<file path="config.mk">
export PLATFORM = sky130hd
export DESIGN_NAME = laser_stim_driver
export DESIGN_NICKNAME = d
export VERILOG_FILES = /design/src/rtl/laser_pkg.sv /design/src/rtl/laser_cover_chk.sv /design/src/rtl/laser_stim_driver.sv
export SDC_FILE = /design/constraint.sdc
export NUM_CORES = 1
export LEC_CHECK = 0
export ABC_CLOCK_PERIOD_IN_PS = 7400
export CELL_PAD_IN_SITES_DETAIL_PLACEMENT = 0
export CELL_PAD_IN_SITES_GLOBAL_PLACEMENT = 2
export CORE_UTILIZATION = 52
export CTS_BUF_LIST = sky130_fd_sc_hd__clkbuf_4 sky130_fd_sc_hd__clkbuf_8
export DETAILED_ROUTE_END_ITERATION = 7
export PLACE_DENSITY_LB_ADDON = 0.1
export RECOVER_POWER = 100
export SLEW_MARGIN = 20
export SYNTH_ARGS = -nofsm -noshare
export SYNTH_HDL_FRONTEND = slang
export SYNTH_HIERARCHICAL = 1
export SYNTH_SLANG_ARGS = --single-unit
export TNS_END_PERCENT = 20
</file>
<file path="constraint.sdc">
create_clock -name CLK -period 7.4 [get_ports CLK]
set_clock_uncertainty 0.15 [all_clocks]
set_input_delay 0.74 -clock CLK [delete_from_list [all_inputs] [get_ports CLK]]
set_output_delay 0.74 -clock CLK [all_outputs]
set_load 0.02 [all_outputs]
</file>
<file path="src/rtl/laser_pkg.sv">
// rtl/laser_pkg.sv - shared state enum, point type, defaults and distance helpers for the laser stimulus driver
package laser_pkg;

  localparam int NPTS_DEF = 40;
  localparam int R2_DEF   = 16;

  typedef enum logic [2:0] {
    LOAD,
    CORE_RST,
    STREAM,
    WAIT_DONE,
    SCORE,
    REPORT
  } state_t;

  typedef struct packed {
    logic [3:0] x;
    logic [3:0] y;
  } point_t;

  function automatic logic [7:0] sq4(input logic [3:0] d);
    return {4'd0, d} * {4'd0, d};
  endfunction

  function automatic logic [3:0] absdiff4(input logic [3:0] a, input logic [3:0] b);
    return (a > b) ? (a - b) : (b - a);
  endfunction

endpackage

</file>
<file path="src/rtl/laser_cover_chk.sv">
// rtl/laser_cover_chk.sv - combinational check of one point against two centres (inclusive radius R2)
module laser_cover_chk
  import laser_pkg::*;
#(
  parameter int R2 = R2_DEF
) (
  input  point_t pt,
  input  point_t c1,
  input  point_t c2,
  output logic   covered
);

  logic [8:0] d1;
  logic [8:0] d2;

  always_comb begin
    d1 = {1'b0, sq4(absdiff4(pt.x, c1.x))} + {1'b0, sq4(absdiff4(pt.y, c1.y))};
    d2 = {1'b0, sq4(absdiff4(pt.x, c2.x))} + {1'b0, sq4(absdiff4(pt.y, c2.y))};
    covered = (d1 <= 9'(R2)) || (d2 <= 9'(R2));
  end

endmodule

</file>
<file path="src/rtl/laser_stim_driver.sv">
// rtl/laser_stim_driver.sv - frame buffer, core reset/stream sequencer and result capture
// LASER_SCORE_EN builds the SCORE state and coverage counter; otherwise RES_COUNT is 0.
module laser_stim_driver
  import laser_pkg::*;
#(
  parameter int NPTS        = NPTS_DEF,
  parameter int R2          = R2_DEF,
  parameter int TIMEOUT_CYC = 4095
) (
  input  logic       CLK,
  input  logic       RST,
  input  logic       IN_VALID,
  output logic       IN_READY,
  input  logic [3:0] IN_X,
  input  logic [3:0] IN_Y,
  input  logic       START,
  output logic       BUSY,
  output logic       L_RST,
  output logic [3:0] L_X,
  output logic [3:0] L_Y,
  input  logic       L_DONE,
  input  logic [3:0] L_C1X,
  input  logic [3:0] L_C1Y,
  input  logic [3:0] L_C2X,
  input  logic [3:0] L_C2Y,
  output logic       RES_VALID,
  output logic [3:0] RES_C1X,
  output logic [3:0] RES_C1Y,
  output logic [3:0] RES_C2X,
  output logic [3:0] RES_C2Y,
  output logic [5:0] RES_COUNT,
  output logic       TIMEOUT
);

  localparam int PW = $clog2(NPTS + 1);
  localparam int WW = $clog2(TIMEOUT_CYC + 1);

  state_t        state, state_n;
  logic [PW-1:0] wr_ptr, wr_ptr_n, ptr;
  logic [WW-1:0] wait_cnt;
  point_t        buf_mem [NPTS];
  logic          wr_en, launch, done_hit, to_hit;
  logic          ready_d, busy_d, lrst_d, valid_d;

  always_comb begin
    wr_en    = (state == LOAD) && IN_VALID && IN_READY;
    // A full buffer cannot also take a write, so a last-point write with START never launches.
    launch   = (state == LOAD) && START && (wr_ptr == PW'(NPTS));
    done_hit = (state == WAIT_DONE) && L_DONE;
    to_hit   = (state == WAIT_DONE) && !L_DONE && (wait_cnt == WW'(TIMEOUT_CYC - 1));
  end

  always_ff @(posedge CLK) begin
    if (RST) state <= LOAD;
    else     state <= state_n;
  end

  always_comb begin
    state_n = state;
    unique case (state)
      LOAD:      if (launch) state_n = CORE_RST;
      CORE_RST:  state_n = STREAM;
      STREAM:    if (ptr == PW'(NPTS)) state_n = WAIT_DONE;
      WAIT_DONE: begin
`ifdef LASER_SCORE_EN
        if (done_hit)    state_n = SCORE;
`else
        if (done_hit)    state_n = REPORT;
`endif
        else if (to_hit) state_n = LOAD;
      end
`ifdef LASER_SCORE_EN
      SCORE:     if (ptr == PW'(NPTS - 1)) state_n = REPORT;
`endif
      REPORT:    state_n = LOAD;
      default:   state_n = LOAD;
    endcase
  end

  always_comb begin
    wr_ptr_n = wr_ptr;
    if (wr_en) wr_ptr_n = wr_ptr + PW'(1);
    if (state == REPORT) wr_ptr_n = '0;
    ready_d = (state_n == LOAD) && (wr_ptr_n < PW'(NPTS));
    busy_d  = (state_n != LOAD);
    lrst_d  = (state_n == CORE_RST);
    valid_d = (state_n == REPORT);
  end

  always_ff @(posedge CLK) begin
    if (wr_en) buf_mem[wr_ptr] <= '{x: IN_X, y: IN_Y};
  end

  always_ff @(posedge CLK) begin
    if (RST) begin
      wr_ptr    <= '0;
      ptr       <= '0;
      wait_cnt  <= '0;
      IN_READY  <= 1'b0;
      BUSY      <= 1'b0;
      L_RST     <= 1'b1;
      L_X       <= '0;
      L_Y       <= '0;
      RES_VALID <= 1'b0;
      TIMEOUT   <= 1'b0;
      RES_C1X   <= '0;
      RES_C1Y   <= '0;
      RES_C2X   <= '0;
      RES_C2Y   <= '0;
    end else begin
      wr_ptr    <= wr_ptr_n;
      IN_READY  <= ready_d;
      BUSY      <= busy_d;
      L_RST     <= lrst_d;
      RES_VALID <= valid_d;
      TIMEOUT   <= to_hit;
      wait_cnt  <= (state == WAIT_DONE) ? wait_cnt + WW'(1) : '0;
      // Point 0 is preloaded while L_RST is high so it lands on the first cycle after L_RST falls.
      if (state == CORE_RST) begin
        L_X <= buf_mem[0].x;
        L_Y <= buf_mem[0].y;
        ptr <= PW'(1);
      end else if ((state == STREAM) && (ptr < PW'(NPTS))) begin
        L_X <= buf_mem[ptr].x;
        L_Y <= buf_mem[ptr].y;
        ptr <= ptr + PW'(1);
      end else if (state == SCORE) begin
        ptr <= ptr + PW'(1);
      end
      if (done_hit) begin
        RES_C1X <= L_C1X;
        RES_C1Y <= L_C1Y;
        RES_C2X <= L_C2X;
        RES_C2Y <= L_C2Y;
        ptr     <= '0;
      end
    end
  end

`ifdef LASER_SCORE_EN
  point_t     score_pt, c1_pt, c2_pt;
  logic       covered;
  logic [5:0] cnt, cnt_n;

  always_comb begin
    score_pt = buf_mem[ptr];
    c1_pt    = '{x: RES_C1X, y: RES_C1Y};
    c2_pt    = '{x: RES_C2X, y: RES_C2Y};
    cnt_n    = (cnt == 6'(NPTS)) ? cnt : cnt + 6'(covered);
  end

  laser_cover_chk #(.R2(R2)) u_cover_chk (
    .pt      (score_pt),
    .c1      (c1_pt),
    .c2      (c2_pt),
    .covered (covered)
  );

  always_ff @(posedge CLK) begin
    if (RST) begin
      cnt       <= '0;
      RES_COUNT <= '0;
    end else if (done_hit) begin
      cnt <= '0;
    end else if (state == SCORE) begin
      cnt <= cnt_n;
      if (ptr == PW'(NPTS - 1)) RES_COUNT <= cnt_n;
    end
  end
`else
  assign RES_COUNT = '0;
`endif

endmodule

</file>
**Word-level counts from Yosys, hierarchy flattened**

Memory sizes are Yosys's and may differ from the RTL's.
Index checks and enable logic that the tools add are counted.

- Bitwise logic cells: 1
- Eq/ne operators: 10
- Add/sub/neg operators: 3
- $lt $le $gt $ge: 2
- Mux-type cells: 16
- Reduce and logical (&&, ||, !) cells: 19

Operator list:

| operator | count |
|---|---|
| 6-bit 2-to-1 mux | 4 |
| 4-bit 2-to-1 mux | 4 |
| 12-bit by 1-bit adder with 12-bit output, second input constant | 1 |
| 6-bit by 1-bit adder with 6-bit output, second input constant | 2 |
| 12-bit == test, second input constant | 1 |
| 6-bit == test, second input constant | 2 |
| 6-bit less-than comparator, second input constant | 2 |
| 3-bit 2-to-1 mux | 4 |
| 3-bit case mux with 4 select lines | 1 |
| 3-bit == test, second input constant | 3 |
| 1-bit logical AND | 9 |
| 3-bit by 1-bit == test with 1-bit output, second input constant | 2 |
| 3-bit by 2-bit == test with 1-bit output, second input constant | 2 |
| 3-bit logical NOT | 2 |
| 3-bit nonzero test | 2 |
| 2-bit nonzero test | 2 |
| 2-bit OR reduction | 2 |
| 1-bit 2-to-1 mux | 3 |
| 3-bit OR reduction | 1 |
| 1-bit logical NOT | 1 |
| 1-bit NOT | 1 |

- Word-level logic and storage cells: 68
- Bits in writable memories: 320
- Bits in registers: 56
- Output and inout bits: 35
- Memories: 1
- Input port bits: 29

Memory list:

| name | depth | width | rd ports | clocked after Yosys merged registers in | wr ports | line | source |
|---|---|---|---|---|---|---|---|
| buf_mem | 40 | 8 | 2 | 0 | 1 | laser_stim_driver.sv:41 | `point_t buf_mem [NPTS];` |

**Depth between registers and ports, before layout**

Gate-level depths: netlist (run 1).

- Depth in word-level cells: 8
- Mapped depth: 11
- Gate-level depth less buffers: 8

**Worst setup path before layout (run 1)**

OpenSTA, ideal clock, no wires.

- Path type: reg2reg
- Start point: register ptr[3]
- End point: register L_X[1]
- Cell stages (with the launch flop): 8
- Path buffers: 2
- Library setup time: 0.137 ns
- Period minus slack after synthesis: 2.379 ns
- Arrival time: 2.092 ns
- Required time: 7.113 ns
- Setup slack: 5.021 ns
- Cells stage by stage: dfxtp_1 > clkbuf_1 > clkbuf_1 > mux4_2 > mux4_2 > mux2_2 > o21ai_1 > a211oi_1

- Word-level cells in the longest chain between the ends: 3
- Elaborated cells between the ends (all ways): 6
- Those cells by class: order compare (1); mux (2); reduce/logical (2); memory (1)

RTL lines:

| item | line | source |
|---|---|---|
| start, declared | laser_stim_driver.sv:39 | `logic [PW-1:0] wr_ptr, wr_ptr_n, ptr;` |
| start signal, assigned | laser_stim_driver.sv:126 | `ptr <= ptr + PW'(1);` |
| start signal, assigned | laser_stim_driver.sv:128 | `ptr <= ptr + PW'(1);` |
| memory 40 x 8 bit / 6-bit less-than comparator (equally long branches) | -- |  |
| 4-bit 2-to-1 mux / 1-bit logical AND (equally long branches) | laser_stim_driver.sv:123 | `end else if ((state == STREAM) && (ptr < PW'(NPTS))) begin` |
| 4-bit 2-to-1 mux / 2-bit nonzero test (equally long branches) | -- |  |
| end signal, assigned | laser_stim_driver.sv:120 | `L_X <= buf_mem[0].x;` |
| end signal, assigned | laser_stim_driver.sv:124 | `L_X <= buf_mem[ptr].x;` |
| end, declared | laser_stim_driver.sv:19 | `output logic [3:0] L_X,` |

Parallel ways exist; a longest one is shown, timed or not. The select of a mux whose other input is x is not followed.
A chain may end at the register's enable or synchronous reset.

**Worst setup path after layout (run 1)**

- Start point: register ptr[3]
- End point: register ptr[4]

- Word-level cells in the longest chain between the ends: 3
- Elaborated cells between the ends (all ways): 6
- Those cells by class: add/sub (1); order compare (1); mux (2); reduce/logical (2)

RTL lines:

| item | line |
|---|---|
| 6-bit by 1-bit adder with 6-bit output / 6-bit less-than comparator (equally long branches) | laser_stim_driver.sv:126, laser_stim_driver.sv:128, laser_stim_driver.sv:123 |
| 6-bit 2-to-1 mux / 1-bit logical AND (equally long branches) | laser_stim_driver.sv:127, laser_stim_driver.sv:123 |
| 6-bit 2-to-1 mux / 2-bit nonzero test (equally long branches) | -- |

Parallel ways exist; a longest one is shown, timed or not. The select of a mux whose other input is x is not followed.

==> impl_results.md, run 1 <==
* Routed Antenna Nets at 0
* RSZ-0062 raised after global routing: false
* Synth unique cells at 56
* Post-synthesis compound-gate area fraction at 3.43%
* Most frequent cells in the layout: edfxtp_1 (320), mux4_2 (83), nor2_1 (79)
* Fin util at 60.1%
* Layout cells sized above 1 at 19.7%
* P&R area growth vs syn at 13.3%
* Setup Buffers After CTS at 0
* Worst reg-to-reg path cell count at 7
* Main synth FF type: edfxtp_1
* Cell Area, Synth at 14800 sq um
* Combinational Power Share at 1.8%
* R2r setup slk at 2670 ps
* Net Switching at 836 uW
* Fmax at 211 MHz
* GRT Residual Overflow at 0
* Largest net degree at the start of global routing at 53
* Num rows at 61
* Number of synthesized flops with an enable pin at 320
* Minimum clock period at 4730 ps
* Tcrit/Tclk final at 63.9%
* Largest family of logic cells by synthesized area: multiplexers
* Final hold violations at 0
* Wire per inst at 25.2 microns
* Pint at 3170 uW
* CTS Hold Bufs at 0
* Reg2Reg Launch Point: ptr[3]$_SDFFE_PP0P_
* Num Clock Sinks at 376
* YS warnings at 6
* Worst reg2reg path endpoint: ptr[4]$_SDFFE_PP0P_
* Startpoint Class: flip-flop
* Post-cts sizing count at 0
* Post-synthesis xor/xnor area fraction at 1.06%
* Rel. slew slack at -109%
* Synth Area in Adders at 0.507%
* Mux cell area share after synthesis at 14.4%
* Crit path kind: flip-flop to flip-flop
* Pleak at 0.00530 uW
* Post-Syn Area per Cell at 17.7 sq um
* Dpl hpwl at 21.2 mm
* Crit path max fanout at 52
* Simple-Gate Fraction of Synth Area at 6.15%
* Core Area at 27900 sq um
* Failing checks: capacitance limit, slew limit
* Final setup fails at 0
* Fraction of registers with async set/reset at 0%
* Starting Density at 53.0%
* H-tree depth at 2
* Post-route cell area at 16800 sq um
* Clk root buf: clkbuf_8
* Clk_lat worst skew at 610 ps
* CTS Buf Count at 58
* Maximum vdd drop at 158 uV
* Routed vias at 7979
* Die Ht at 171 microns
* Register area share after synthesis at 72.4%
* Worst hold stages at 1
* Max Cap Viol at 9
* TNS Setup at 0 ps
* All-Layer GR Usage at 24.1%
* Antenna violations before repair at 1
* Worst slew pin tran at 3130 ps
* Hold path start: RES_C2Y[1]$_SDFFE_PP0P_
* Mapped Cells at 838
* TritonCTS clock tree: built
* Pwr Density at 239 nW/um^2
* Crit end category: flip-flop
* Maximum clock path buffer count at 3
* CTS clock-pin slew for the worst setup and hold paths at 60 ps
* DRC viols at 0
* Critical path data arrival time at 5060 ps
* RD Place Congestion at 0.875
* DIE AREA at 29200 sq um
* Sequential power share at 57.5%
* Drt pass-1 iters at 6
* Layout Nets at 954
* Fillers at 2061
* Commonest non-fill, non-tap cell in the layout: edfxtp_1
* Yosys reg bits at 376
* Routed wire length at 33.9 mm
* Status: finished, violations left
* Sw Share at 20.9%
* WHS Endpoint: RES_C2Y[1]$_SDFFE_PP0P_
* IO Count at 64
* PortBufs at 57
* Die width at 171 microns
* Placed inst area at 15700 sq um
* Max-slew violations at 381
* Diodes inserted at 0
* Pwr Total at 4010 uW
* DR iter-0 viols at 724
* Vias per cell at 5.94
* Hold crit path type: flip-flop to flip-flop
* Clock network power share at 40.7%
* First-pass GRT wire length at 50.3 mm
* Worst Path Required at 7730 ps
* Vias in the first global route at 7956
[synthesized netlist by cell type (all sizes together) (3+ instances only)]
| master | number | area share (%) |
|---|---|---|
| mux4 | 83 | 13 |
| o22ai | 5 | 0.21 |
| nor4 | 3 | 0.13 |
| and4 | 3 | 0.18 |
| or3 | 6 | 0.25 |
| nor2 | 79 | 2.0 |
| xor2 | 11 | 0.65 |
| a21oi | 15 | 0.51 |
| a211oi | 7 | 0.35 |
| edfxtp | 320 | 65 |
| clkbuf | 26 | 0.66 |
| o21ai | 11 | 0.37 |
| inv | 8 | 0.20 |
| xnor2 | 7 | 0.41 |
| nor3 | 12 | 0.41 |
| nand4 | 5 | 0.21 |
| mux2 | 6 | 0.46 |
| dfxtp | 56 | 7.6 |
| buf | 29 | 1.1 |
| nor2b | 12 | 0.51 |
| and2 | 3 | 0.13 |
| nand3 | 21 | 0.71 |
| and3 | 3 | 0.13 |
| ha | 6 | 0.51 |
| mux2i | 20 | 1.4 |
| a22o | 16 | 0.95 |
| nand2 | 32 | 0.81 |
[worst max-delay path: stages, from the launching register on]
cell and delay (ps):
dfxtp_2 310, clkbuf_1 2190, o21ai_0 430, and3b_1 540, a21oi_1 560, nand4b_1 200
xor2_1 180, nor2_1 50
[routing by layer]
layer  routed length [microns]  track usage [%]  vias to the layer above
met5                         0                0                        -
met1                     14500             34.6                     4093
met2                     16200             38.6                      354
li1                          -                -                     3477
met3                      2590             4.58                       55
met4                       537             5.60                        0
[power by group through the flow]
| stage | Sequential (uW) | Clock, uW | Combinational (uW) |
|---|---|---|---|
| after global routing | 2310 | 1760 | 76.1 |
| final | 2310 | 1630 | 70.8 |
| after detailed placement | 2350 | 0 | 73.7 |
| after floorplan | 2350 | 0 | 22.0 |
| after global placement | 2350 | 0 | 71.0 |
| after CTS | 2300 | 1660 | 73.8 |
[worst max-delay path by stage]
stage,startpoint,end,slack (ps),depth (start not counted)
detailed placement,RST,RES_C2X[3]$_SDFFE_PP0P_,3770,4
global route,ptr[3]$_SDFFE_PP0P_,ptr[4]$_SDFFE_PP0P_,2370,7
CTS,ptr[1]$_SDFFE_PP0P_,L_X[1]$_SDFFE_PP0P_,3840,6
finish,ptr[3]$_SDFFE_PP0P_,ptr[4]$_SDFFE_PP0P_,2670,7
floorplan,ptr[3]$_SDFFE_PP0P_,L_X[1]$_SDFFE_PP0P_,5020,7
global placement,ptr[1]$_SDFFE_PP0P_,L_X[1]$_SDFFE_PP0P_,3910,6
[stage by stage]
stage / cells / hold WS (ps) / setup slack, ps
floorplan: 843 / 287 / 5020
global placement: 1237 / 303 / 3910
detailed placement: 1237 / 315 / 3770
CTS: 1343 / 333 / 3840
global route: 1343 / 334 / 2370
finish: 1343 / 321 / 2670
[final cells by class]
type	count	area [sq um]	area share (%)
sequential	376	10700	64.0
multi-input combinational	404	3810	22.7
clock buffer	79	968	5.77
timing repair buffer	71	636	3.79
tap	378	473	2.82
clock inverter	27	129	0.768
inverter	8	30.0	0.179
[cells by family (layout without fill, tap and decap cells)]
group                      after synthesis  in the layout
muxes                                  109            109
AOI/OAI and AO/OA                       73             73
adders and majority gates                6              6
other                                    1              6
xor gates and xnor gates                18             18
DFF                                    376            376
buffers and inverters                   63            185
and+or+nand+nor                        192            192
[registers in the layout (all words and copies together), names as in the netlist, 6 cells and up]
name and flops:
wr_ptr 6, wait_cnt 12, ptr 6, buf_mem 320
(Power assumes the default switching activity.)
==> run 2: changes to the inputs <==
ABC_CLOCK_PERIOD_IN_PS = 3900   (was 7400)
CORE_UTILIZATION = 43   (was 52)
clock period = 3.9 ns   (was 7.4 ns; I/O delays follow)
==> run 2 against run 1 <==
  * The flow still finishes with violations (capacitance limit, slew limit)
  * Critical path depth decreased by 1
  * Design area is 1.9% higher
  * Setup slack worse by 2100 ps
  * Register-to-register slack worse by 2100 ps
  * Final cell count rose by 7.5%
  * Global-route usage is 2.3 points lower
  * Routed wire length grew 9.4%
  * Total power increased by 95%
  * Clock power rose by 100%
  * Non-clock buffer count up 28
  * Critical path type unchanged
  * Largest cell class unchanged
==> impl_results.md, run 2 (synthesized netlist as in run 1, its figures left out) <==
* Clk root buf: clkbuf_8
* Wire per inst at 25.7 microns
* Tcrit/Tclk final at 84.2%
* P&R area growth vs syn at 15.5%
* Worst slew pin tran at 2230 ps
* RSZ-0062 raised after global routing: false
* CTS Buf Count at 60
* All-Layer GR Usage at 21.8%
* CTS clock-pin slew for the worst setup and hold paths at 60 ps
* Setup Buffers After CTS at 0
* Final hold violations at 0
* Core Area at 33700 sq um
* Worst reg-to-reg path cell count at 6
* Die width at 188 microns
* Vias per cell at 5.62
* First-pass GRT wire length at 55.7 mm
* Most frequent cells in the layout: edfxtp_1 (320), mux4_2 (83), nor2_1 (79)
* Layout Nets at 984
* Maximum clock path buffer count at 3
* Num rows at 67
* Dpl hpwl at 23.7 mm
* Starting Density at 44.0%
* Startpoint Class: flip-flop
* CTS Hold Bufs at 0
* Post-cts sizing count at 0
* Setup crit start: ptr[1]$_SDFFE_PP0P_
* Crit path max fanout at 38
* RD Place Congestion at 0.836
* Reg2Reg Launch Point: ptr[1]$_SDFFE_PP0P_
* Max Cap Viol at 7
* Crit end category: flip-flop
* Largest net degree at the start of global routing at 41
* Failing checks: capacitance limit, slew limit
* Largest register by flop count: buf_mem
* DIE AREA at 35200 sq um
* Number of flip-flops in the largest register at 320
* GRT Residual Overflow at 0
* Diodes inserted at 0
* Vias in the first global route at 8457
* Antenna violations before repair at 0
* Maximum vdd drop at 278 uV
* Clk_lat worst skew at 640 ps
* Die Ht at 188 microns
* DR iter-0 viols at 621
* Worst setup endpoint: L_Y[3]$_SDFFE_PP0P_
* Max-slew violations at 287
* TNS Setup at 0 ps
* DRC viols at 0
* R2r setup slk at 620 ps
* Status: finished, violations left
* Worst reg2reg path endpoint: L_Y[3]$_SDFFE_PP0P_
* Num Clock Sinks at 376
* H-tree depth at 2
* Worst hold stages at 2
* Commonest non-fill, non-tap cell in the layout: edfxtp_1
* Pleak at 0.00541 uW
* Critical path data arrival time at 3680 ps
* Hold crit path type: input pin to flip-flop
* Crit path kind: flip-flop to flip-flop
* Layout cells sized above 1 at 20.3%
* Routed vias at 8115
* Final setup fails at 0
* PortBufs at 57
* TritonCTS clock tree: built
* Drt pass-1 iters at 5
* Pwr Density at 458 nW/um^2
* Minimum clock period at 3280 ps
* Worst Path Required at 4300 ps
* Top Registers: buf_mem (320), wait_cnt (12)
* Rel. slew slack at -48.6%
* Fmax at 305 MHz
* Routed Antenna Nets at 0
* Routed wire length at 37.0 mm
* IO Count at 64
* Post-route cell area at 17100 sq um
* Placed inst area at 16100 sq um
run 2: changes by cell type in the layout (fill, tap and decap cells not counted), moves of 2 or more:
| cell | change |
|---|---|
| clkinv_2 | +2 |
| buf_12 | +2 |
| bufinv_16 | +2 |
| clkdlybuf4s50_1 | +2 |
| clkinv_1 | -3 |
| clkbuf_8 | +2 |
| buf_4 | +5 |
| clkbuf_1 | +20 |
run 2: routing by layer:
| metal | GRT usage, % | vias to the layer above | routed length (microns) |
|---|---|---|---|
| li1 | - | 3541 | - |
| met1 | 29.7 | 4264 | 15900 |
| met2 | 35.7 | 261 | 18100 |
| met3 | 4.72 | 49 | 2380 |
| met4 | 5.57 | 0 | 629 |
| met5 | 0 | - | 0 |
run 2: worst max-delay path, stage by stage, from the launching register on:
cell       delay (ps)
dfxtp_4           850
clkbuf_1          600
mux4_2            370
a211oi_1          100
a2111oi_0         730
nor4_1            180
nor4_1            200
run 2: how the worst min path moves through the flow:
stage	startpoint	endpoint	slack (ps)
after floorplan	wait_cnt[0]$_SDFF_PP0_	wait_cnt[0]$_SDFF_PP0_	290
after global placement	wait_cnt[0]$_SDFF_PP0_	wait_cnt[0]$_SDFF_PP0_	300
after detailed placement	RES_C2X[2]$_SDFFE_PP0P_	RES_C2X[2]$_SDFFE_PP0P_	320
after CTS	L_DONE	TIMEOUT$_SDFF_PP0_	150
after global routing	L_C2Y[0]	RES_C2Y[0]$_SDFFE_PP0P_	180
final	L_DONE	TIMEOUT$_SDFF_PP0_	210
run 2: stage by stage:
stage               setup slack [ps]  cells  utilization (%)  hold WS, ps  power, uW
floorplan                       1520    843                -          287       4500
global placement                 782   1335             47.6          300       4610
detailed placement               771   1335             47.6          316       4610
CTS                              920   1444             51.1          152       7930
global route                     380   1444             50.8          180       8100
finish                           616   1444             50.8          207       7840
run 2: final cells by class:
class                           count  area [sq um]
Multi-Input combinational cell    404          3810
Sequential cell                   376         10700
Tap cell                          448           561
Clock inverter                     27           171
Inverter                            8          30.0
Fill cell                        2806         16600
Timing Repair Buffer               99           798
Clock buffer                       82          1000
run 2: power breakdown:
group          switching, uW  total (uW)  internal (uW)  leakage [uW]
sequential              7.55        4380           4370       0.00333
clock                   1520        3320           1790      0.000628
combinational            101         143           42.7       0.00145
